--- src/rtl/ddr_port_arbiter_if.sv ---
// Bus bundle between the DDR port arbiter, its two requesters and the memory controller.
// The arbiter connects through the slave modport; the requester/controller side uses master.
interface ddr_port_arbiter_if #(
  parameter int unsigned ADDR_W = 20,
  parameter int unsigned DATA_W = 32
);
  logic              pause;
  logic              cam_req;
  logic [ADDR_W-1:0] cam_addr;
  logic [DATA_W-1:0] cam_wdata;
  logic              cam_urgent;
  logic              cam_gnt;
  logic              proc_req;
  logic              proc_we;
  logic [ADDR_W-1:0] proc_addr;
  logic [DATA_W-1:0] proc_wdata;
  logic              proc_gnt;
  logic [DATA_W-1:0] proc_rdata;
  logic              proc_rvalid;
  logic [ADDR_W-1:0] ddr_addr;
  logic [DATA_W-1:0] ddr_data_write;
  logic              ddr_en;
  logic              ddr_we;
  logic [DATA_W-1:0] data_read;
  logic [1:0]        owner;

  modport slave (
    input  pause, cam_req, cam_addr, cam_wdata, cam_urgent,
    input  proc_req, proc_we, proc_addr, proc_wdata, data_read,
    output cam_gnt, proc_gnt, proc_rdata, proc_rvalid,
    output ddr_addr, ddr_data_write, ddr_en, ddr_we, owner
  );

  modport master (
    output pause, cam_req, cam_addr, cam_wdata, cam_urgent,
    output proc_req, proc_we, proc_addr, proc_wdata, data_read,
    input  cam_gnt, proc_gnt, proc_rdata, proc_rvalid,
    input  ddr_addr, ddr_data_write, ddr_en, ddr_we, owner
  );
endinterface

--- src/rtl/ddr_port_arbiter.sv ---
// Round-robin arbiter sharing one DDR port between the camera writer and the processing engine.
// Optional DDR_ARB_URGENT_EN lets a near-full camera FIFO pre-empt a processing burst.
module ddr_port_arbiter #(
  parameter int unsigned ADDR_W       = 20,
  parameter int unsigned DATA_W       = 32,
  parameter int unsigned BURST_MAX    = 16,
  parameter int unsigned READ_LATENCY = 2
) (
  input logic               clk,
  input logic               rst_n,
  ddr_port_arbiter_if.slave bus
);

  typedef enum logic [1:0] {
    StIdle = 2'd0,
    StCam  = 2'd1,
    StProc = 2'd2
  } state_e;

  localparam logic [7:0] BurstMax = 8'(BURST_MAX);

  state_e                  state_q, state_d;
  logic                    last_proc_q, last_proc_d;
  logic [7:0]              burst_cnt_q, burst_cnt_d, burst_inc;
  logic                    burst_hit;
  logic                    cam_gnt, proc_gnt, gnt, rd_gnt;
  logic                    cam_urgent_win;
  logic [ADDR_W-1:0]       ddr_addr_q;
  logic [DATA_W-1:0]       ddr_data_q;
  logic                    ddr_en_q, ddr_we_q;
  logic [READ_LATENCY-1:0] rd_pipe_q;
  logic                    rvalid_q;
  logic [DATA_W-1:0]       rdata_q;

`ifdef DDR_ARB_URGENT_EN
  assign cam_urgent_win = bus.cam_urgent & bus.cam_req;
`else
  logic unused_cam_urgent;
  assign unused_cam_urgent = bus.cam_urgent;
  assign cam_urgent_win    = 1'b0;
`endif

  assign cam_gnt  = (state_q == StCam) & bus.cam_req & ~bus.pause;
  assign proc_gnt = (state_q == StProc) & bus.proc_req & ~bus.pause;
  assign gnt      = cam_gnt | proc_gnt;
  assign rd_gnt   = proc_gnt & ~bus.proc_we;

  // Limit is judged on the count including this cycle's grant, so a burst is exactly BURST_MAX.
  assign burst_inc = burst_cnt_q + {7'd0, (gnt && (burst_cnt_q != 8'hFF))};
  assign burst_hit = (burst_inc >= BurstMax);

  always_comb begin
    state_d     = state_q;
    last_proc_d = last_proc_q;
    burst_cnt_d = burst_cnt_q;
    if (!bus.pause) begin
      unique case (state_q)
        StIdle: begin
          if (bus.cam_req && bus.proc_req) begin
            state_d = (last_proc_q || cam_urgent_win) ? StCam : StProc;
          end else if (bus.cam_req) begin
            state_d = StCam;
          end else if (bus.proc_req) begin
            state_d = StProc;
          end
        end
        StCam: begin
          if (!bus.cam_req) begin
            state_d = bus.proc_req ? StProc : StIdle;
          end else if (burst_hit && bus.proc_req) begin
            state_d = StProc;
          end
        end
        StProc: begin
          if (!bus.proc_req) begin
            state_d = bus.cam_req ? StCam : StIdle;
          end else if (bus.cam_req && (burst_hit || cam_urgent_win)) begin
            state_d = StCam;
          end
        end
        default: state_d = StIdle;
      endcase
      if ((state_d != state_q) && (state_q != StIdle)) begin
        last_proc_d = (state_q == StProc);
      end
      burst_cnt_d = (state_d != state_q) ? 8'd0 : burst_inc;
    end
  end

  always_ff @(posedge clk or negedge rst_n) begin
    if (!rst_n) begin
      state_q     <= StIdle;
      last_proc_q <= 1'b1;
      burst_cnt_q <= 8'd0;
    end else begin
      state_q     <= state_d;
      last_proc_q <= last_proc_d;
      burst_cnt_q <= burst_cnt_d;
    end
  end

  // While paused the controller has not taken the current strobe, so everything holds.
  always_ff @(posedge clk or negedge rst_n) begin
    if (!rst_n) begin
      ddr_addr_q <= '0;
      ddr_data_q <= '0;
      ddr_en_q   <= 1'b0;
      ddr_we_q   <= 1'b0;
      rd_pipe_q  <= '0;
      rvalid_q   <= 1'b0;
      rdata_q    <= '0;
    end else if (bus.pause) begin
      rvalid_q <= 1'b0;
    end else begin
      if (cam_gnt) begin
        ddr_addr_q <= bus.cam_addr;
        ddr_data_q <= bus.cam_wdata;
        ddr_we_q   <= 1'b1;
        ddr_en_q   <= 1'b1;
      end else if (proc_gnt) begin
        ddr_addr_q <= bus.proc_addr;
        ddr_data_q <= bus.proc_wdata;
        ddr_we_q   <= bus.proc_we;
        ddr_en_q   <= 1'b1;
      end else begin
        ddr_en_q <= 1'b0;
        ddr_we_q <= 1'b0;
      end
      rd_pipe_q <= (rd_pipe_q << 1) | READ_LATENCY'(rd_gnt);
      rvalid_q  <= rd_pipe_q[READ_LATENCY-1];
      if (rd_pipe_q[READ_LATENCY-1]) begin
        rdata_q <= bus.data_read;
      end
    end
  end

  assign bus.cam_gnt        = cam_gnt;
  assign bus.proc_gnt       = proc_gnt;
  assign bus.ddr_addr       = ddr_addr_q;
  assign bus.ddr_data_write = ddr_data_q;
  assign bus.ddr_en         = ddr_en_q;
  assign bus.ddr_we         = ddr_we_q;
  assign bus.proc_rvalid    = rvalid_q;
  assign bus.proc_rdata     = rdata_q;
  assign bus.owner          = state_q;

endmodule
--- src/flat_wrapper.sv ---
// flat-port wrapper written by rule: the top's interface ports become plain ports
module ddr_port_arbiter_flat 
#(
  parameter int unsigned ADDR_W       = 20,
  parameter int unsigned DATA_W       = 32,
  parameter int unsigned BURST_MAX    = 16,
  parameter int unsigned READ_LATENCY = 2
)
  (clk, rst_n, bus_pause, bus_cam_req, bus_cam_addr, bus_cam_wdata, bus_cam_urgent, bus_proc_req, bus_proc_we, bus_proc_addr, bus_proc_wdata, bus_data_read, bus_cam_gnt, bus_proc_gnt, bus_proc_rdata, bus_proc_rvalid, bus_ddr_addr, bus_ddr_data_write, bus_ddr_en, bus_ddr_we, bus_owner);
  ddr_port_arbiter_if #(.ADDR_W(ADDR_W), .DATA_W(DATA_W)) bus_i ();
  input logic clk;
  input logic rst_n;
  input wire logic [$bits(bus_i.pause)-1:0] bus_pause;
  input wire logic [$bits(bus_i.cam_req)-1:0] bus_cam_req;
  input wire logic [$bits(bus_i.cam_addr)-1:0] bus_cam_addr;
  input wire logic [$bits(bus_i.cam_wdata)-1:0] bus_cam_wdata;
  input wire logic [$bits(bus_i.cam_urgent)-1:0] bus_cam_urgent;
  input wire logic [$bits(bus_i.proc_req)-1:0] bus_proc_req;
  input wire logic [$bits(bus_i.proc_we)-1:0] bus_proc_we;
  input wire logic [$bits(bus_i.proc_addr)-1:0] bus_proc_addr;
  input wire logic [$bits(bus_i.proc_wdata)-1:0] bus_proc_wdata;
  input wire logic [$bits(bus_i.data_read)-1:0] bus_data_read;
  output wire logic [$bits(bus_i.cam_gnt)-1:0] bus_cam_gnt;
  output wire logic [$bits(bus_i.proc_gnt)-1:0] bus_proc_gnt;
  output wire logic [$bits(bus_i.proc_rdata)-1:0] bus_proc_rdata;
  output wire logic [$bits(bus_i.proc_rvalid)-1:0] bus_proc_rvalid;
  output wire logic [$bits(bus_i.ddr_addr)-1:0] bus_ddr_addr;
  output wire logic [$bits(bus_i.ddr_data_write)-1:0] bus_ddr_data_write;
  output wire logic [$bits(bus_i.ddr_en)-1:0] bus_ddr_en;
  output wire logic [$bits(bus_i.ddr_we)-1:0] bus_ddr_we;
  output wire logic [$bits(bus_i.owner)-1:0] bus_owner;
  assign bus_i.pause = bus_pause;
  assign bus_i.cam_req = bus_cam_req;
  assign bus_i.cam_addr = bus_cam_addr;
  assign bus_i.cam_wdata = bus_cam_wdata;
  assign bus_i.cam_urgent = bus_cam_urgent;
  assign bus_i.proc_req = bus_proc_req;
  assign bus_i.proc_we = bus_proc_we;
  assign bus_i.proc_addr = bus_proc_addr;
  assign bus_i.proc_wdata = bus_proc_wdata;
  assign bus_i.data_read = bus_data_read;
  assign bus_cam_gnt = bus_i.cam_gnt;
  assign bus_proc_gnt = bus_i.proc_gnt;
  assign bus_proc_rdata = bus_i.proc_rdata;
  assign bus_proc_rvalid = bus_i.proc_rvalid;
  assign bus_ddr_addr = bus_i.ddr_addr;
  assign bus_ddr_data_write = bus_i.ddr_data_write;
  assign bus_ddr_en = bus_i.ddr_en;
  assign bus_ddr_we = bus_i.ddr_we;
  assign bus_owner = bus_i.owner;
  ddr_port_arbiter #(.ADDR_W(ADDR_W), .DATA_W(DATA_W), .BURST_MAX(BURST_MAX), .READ_LATENCY(READ_LATENCY)) u_core (.clk(clk), .rst_n(rst_n), .bus(bus_i));
endmodule
--- config.mk ---
export PLATFORM = sky130hd
export DESIGN_NAME = ddr_port_arbiter_flat
export DESIGN_NICKNAME = d
export VERILOG_FILES = /design/src/rtl/ddr_port_arbiter_if.sv /design/src/rtl/ddr_port_arbiter.sv /design/src/flat_wrapper.sv
export SDC_FILE = /design/constraint.sdc
export NUM_CORES = 1
export LEC_CHECK = 0
export CAP_MARGIN = 20
export CORE_MARGIN = 2
export CORE_UTILIZATION = 40
export CTS_BUF_LIST = sky130_fd_sc_hd__clkbuf_4
export DETAILED_ROUTE_END_ITERATION = 10
export PLACE_DENSITY = 0.87
export SLEW_MARGIN = 20
export SYNTH_ARGS = -nofsm -noshare
export SYNTH_HDL_FRONTEND = slang
export SYNTH_SLANG_ARGS = --single-unit
--- constraint.sdc ---
create_clock -name clk -period 4.42 [get_ports clk]
set_input_delay 0.442 -clock clk [delete_from_list [all_inputs] [get_ports clk]]
set_output_delay 0.442 -clock clk [all_outputs]
set_load 0.02 [all_outputs]
==> results_dict.tcl <==
set metrics [dict create \
    status "complete, no violations" \
    crit_slowest_cell "a211oi_1" \
    viasPerCell 5.07 \
    cts_setup_buffers 0 \
    cts_sinks 100 \
    ys.flop_type "dfrtp_1" \
    synth_top_area_share_pct 57.1 \
    core-area_mm2 0.0107 \
    yosys_register_bits 100 \
    rr_worst_depth 13 \
    die_area_mm2 0.0117 \
    cp-start-kind "input pin" \
    routabilityCongestion 0.810 \
    synth_cell_types 39 \
    ys_top_cells_by_area "dfrtp_1 57%, nand2_1 8.7%, mux2_2 8.6%" \
    synth-edff-count 0 \
    overflow 0 \
    crit_type "input pin to flop" \
    netlist_area_mm2 0.00434 \
    final_cell_mix "231 x clkdlybuf4s50_1, 100 x nand2_1, 99 x dfrtp_1" \
    clockBufferDepth 2 \
    hold_viol 0 \
    cp_top_family "buffers and inverters" \
    r2r-end "u_core.burst_cnt_q[0]" \
    reg2reg_from "u_core.bus.owner[0]" \
    whs_path_depth 2 \
    intPower_mw 2.48 \
    clock_latency_ns 0.43 \
    maxCapViolCount 0 \
    max_clock_freq_mhz 288 \
    grt_pass1_vias 3977 \
    dpl_worst_slack_ns 0.520 \
    ios 234 \
    timing.final.ws_setup_ns 0.949 \
    path_buf_inv 4 \
    skew_ns 0.0178 \
    cts_tree "done" \
    crit_required_ns 4.71 \
    fin_crit_sh_pct 78.5 \
    power.density_mw_per_mm2 577 \
    grt_max_degree 68 \
    track_usage_pct 20.9 \
    tightest_slew_ns 0.919 \
    fin_tns_setup_ns 0 \
    dp_hpwl_um 9240 \
    synth_seq_area_share_pct 57.7 \
    arrival_ns 3.76 \
    row_count 38 \
    nFillCells 825 \
    period_needed_ns 3.47 \
    cts_resized 0 \
    switching_share_pct 37.8 \
    peakVddDrop_v 0.000294 \
    initial_core_util_pct 40.5 \
    netlist_instances 396 \
    num_vias 3881 \
    io_buffer_count 232 \
    routed_wl_um 12300 \
    min_from "u_core.bus.ddr_data_write[16]" \
    synth.avg_cell_area_um2 11.0 \
    crit_path_end_kind "flop" \
    synth_nets 541 \
    antenna_found_initial 1 \
    drt_iter0_markers 189 \
    htreeDepth 3 \
    layout_commonest_cell "clkdlybuf4s50_1" \
    cts_buffers 9 \
    relSlewSlack_pct 38.4 \
    rsz0062_at_grt "false" \
    synth_area_leader_cell "dfrtp_1" \
    drive_gt1_share_pct 10.2 \
    r2r_slack_ns 1.05 \
    path_clk_slew_ns 0.14 \
    drc 0 \
    finalMaxSlewViolations 0 \
    grt_pass1_wl_um 19000 \
    p_comb_share_pct 50.1 \
    worstPathCellList "clkdlybuf4s50_1 > buf_4 > nor2_1 > nand3_1 > buf_4 > clkinv_1 > nor2_4 > a31oi_1 > ha_1 > ha_1 > and3_2 > nand4_1 > a211oi_2 > a211oi_1 > nor2_1" \
    die_x_um 108 \
    first_pass_iters 5 \
    synthArstFlopShare_pct 100 \
    dieHeight_um 108 \
    fin_nets 766 \
    netSwitchingPower_mw 1.51 \
    ant_nets 0 \
    p_clk_share_pct 11.4 \
    leakage_nw 3.10 \
    hold_end "u_core.bus.ddr_data_write[16]" \
    yosysWarnings 0 \
    wl_per_cell_um 16.0 \
    setup_viol 0 \
    pwr-share-seq_pct 38.5 \
    critPathMaxFanout 17 \
    slowest_delay_ns 0.77 \
    hold_path.class "flop to flop" \
    root_buffer "clkbuf_4" \
    syn_to_final_growth_pct 59.5 \
    power_mw 3.99 \
]
## cell type report
cell class | instances | area (µm²) | area share [%]
diodes | 1 | 2.50 | 0.0362
clock buffers | 10 | 75.1 | 1.09
clock inverters | 5 | 53.8 | 0.778
inverters | 5 | 18.8 | 0.271
multi-input cells | 265 | 1710 | 24.7
flip-flops and latches | 100 | 2500 | 36.2
well taps | 140 | 175 | 2.53
repair buffers | 240 | 2380 | 34.4
## per-stage QoR
| stage | std cells | util [%] | instance area [µm²] | hold slack, ns |
|---|---|---|---|---|
| 5_1_grt | 766 | 64.7 | 6920 | 0.521 |
| 6_report | 766 | 64.7 | 6920 | 0.489 |
| 3_5_place_dp | 749 | 63.3 | 6780 | 0.463 |
| 2_1_floorplan | 396 | - | 4340 | 0.146 |
| 4_1_cts | 765 | 64.6 | 6920 | 0.496 |
| 3_3_place_gp | 749 | 63.3 | 6780 | 0.458 |
## tightest hold or removal path, delay by kind of cell (launching register included)
kind             cells  cell delay, ns
DFF                  1            0.37
and+or+nand+nor      2            0.10
## layer usage
metal  track usage [%]  vias to the layer above  wire [µm]
met5                 0                        -          0
met4              7.51                        0        240
met3              6.51                       19       1260
met2              36.7                      209       6080
met1              23.9                     1828       4680
li1                  -                     1825          -
## power by group through the flow
stage / Clock, mW / Sequential, mW / Combinational [mW]
after floorplan: 0 / 1.98 / 0.509
after global placement: 0 / 1.53 / 1.97
after detailed placement: 0 / 1.56 / 2.02
after CTS: 0.474 / 1.54 / 2.02
after global routing: 0.511 / 1.59 / 2.14
final: 0.456 / 1.54 / 2.00
## synthesized netlist by cell type, types with 2 or more instances
library cell  count
a21oi_1           5
a221o_1           2
a22oi_1          39
and3_1            2
buf_6             3
clkbuf_1         22
dfrtp_1          99
ha_1              2
inv_1             4
mux2_2           33
mux2i_1          17
nand2_1         100
nand2b_1          2
nand3_1           4
nand4_1           2
nor2_1           14
nor2b_1           2
nor3_1            2
o21ai_0          16
o32a_1            2
xor2_1            6
## what timing repair did
item	4_1_cts	5_1_grt
hold buffers	1	0
endpoints found under the setup margin	0	0
endpoints found under the hold margin	41	0
## how the worst max path moves through the flow
stage	to	cells past startpoint	slack (ns)	start
2_1_floorplan	u_core.bus.owner[1]	14	0.98	bus_pause
3_3_place_gp	u_core.burst_cnt_q[0]	15	0.68	bus_pause
3_5_place_dp	u_core.burst_cnt_q[0]	15	0.52	bus_pause
4_1_cts	u_core.burst_cnt_q[0]	15	1.01	bus_pause
5_1_grt	u_core.burst_cnt_q[0]	15	0.71	bus_pause
6_report	u_core.burst_cnt_q[0]	15	0.95	bus_pause
## kinds of logic after synthesis
kind of cell / count (synthesis) / share of synthesized area, %
buffers and inverters: 31 / 3.20
XOR/XNOR: 7 / 1.41
AND/OR/NAND/NOR: 133 / 12.8
multiplexers: 50 / 12.5
flip-flops: 100 / 57.7
adder cells (fa/ha/maj): 2 / 0.577
AO/OA/AOI/OAI: 73 / 11.8
## sequential cells by signal, indices dropped and copies added, names as in the netlist
| signal | flops |
|---|---|
| u_core.last_proc_q | 1 |
| u_core.rd_pipe_q | 2 |
| u_core.bus.ddr_en | 1 |
| u_core.bus.ddr_we | 1 |
| u_core.bus.proc_rdata | 32 |
| u_core.bus.ddr_addr | 20 |
| u_core.bus.ddr_data_write | 32 |
| u_core.bus.proc_rvalid | 1 |
| u_core.bus.owner | 2 |
| u_core.burst_cnt_q | 8 |
Power figures use the tool's default switching activity.
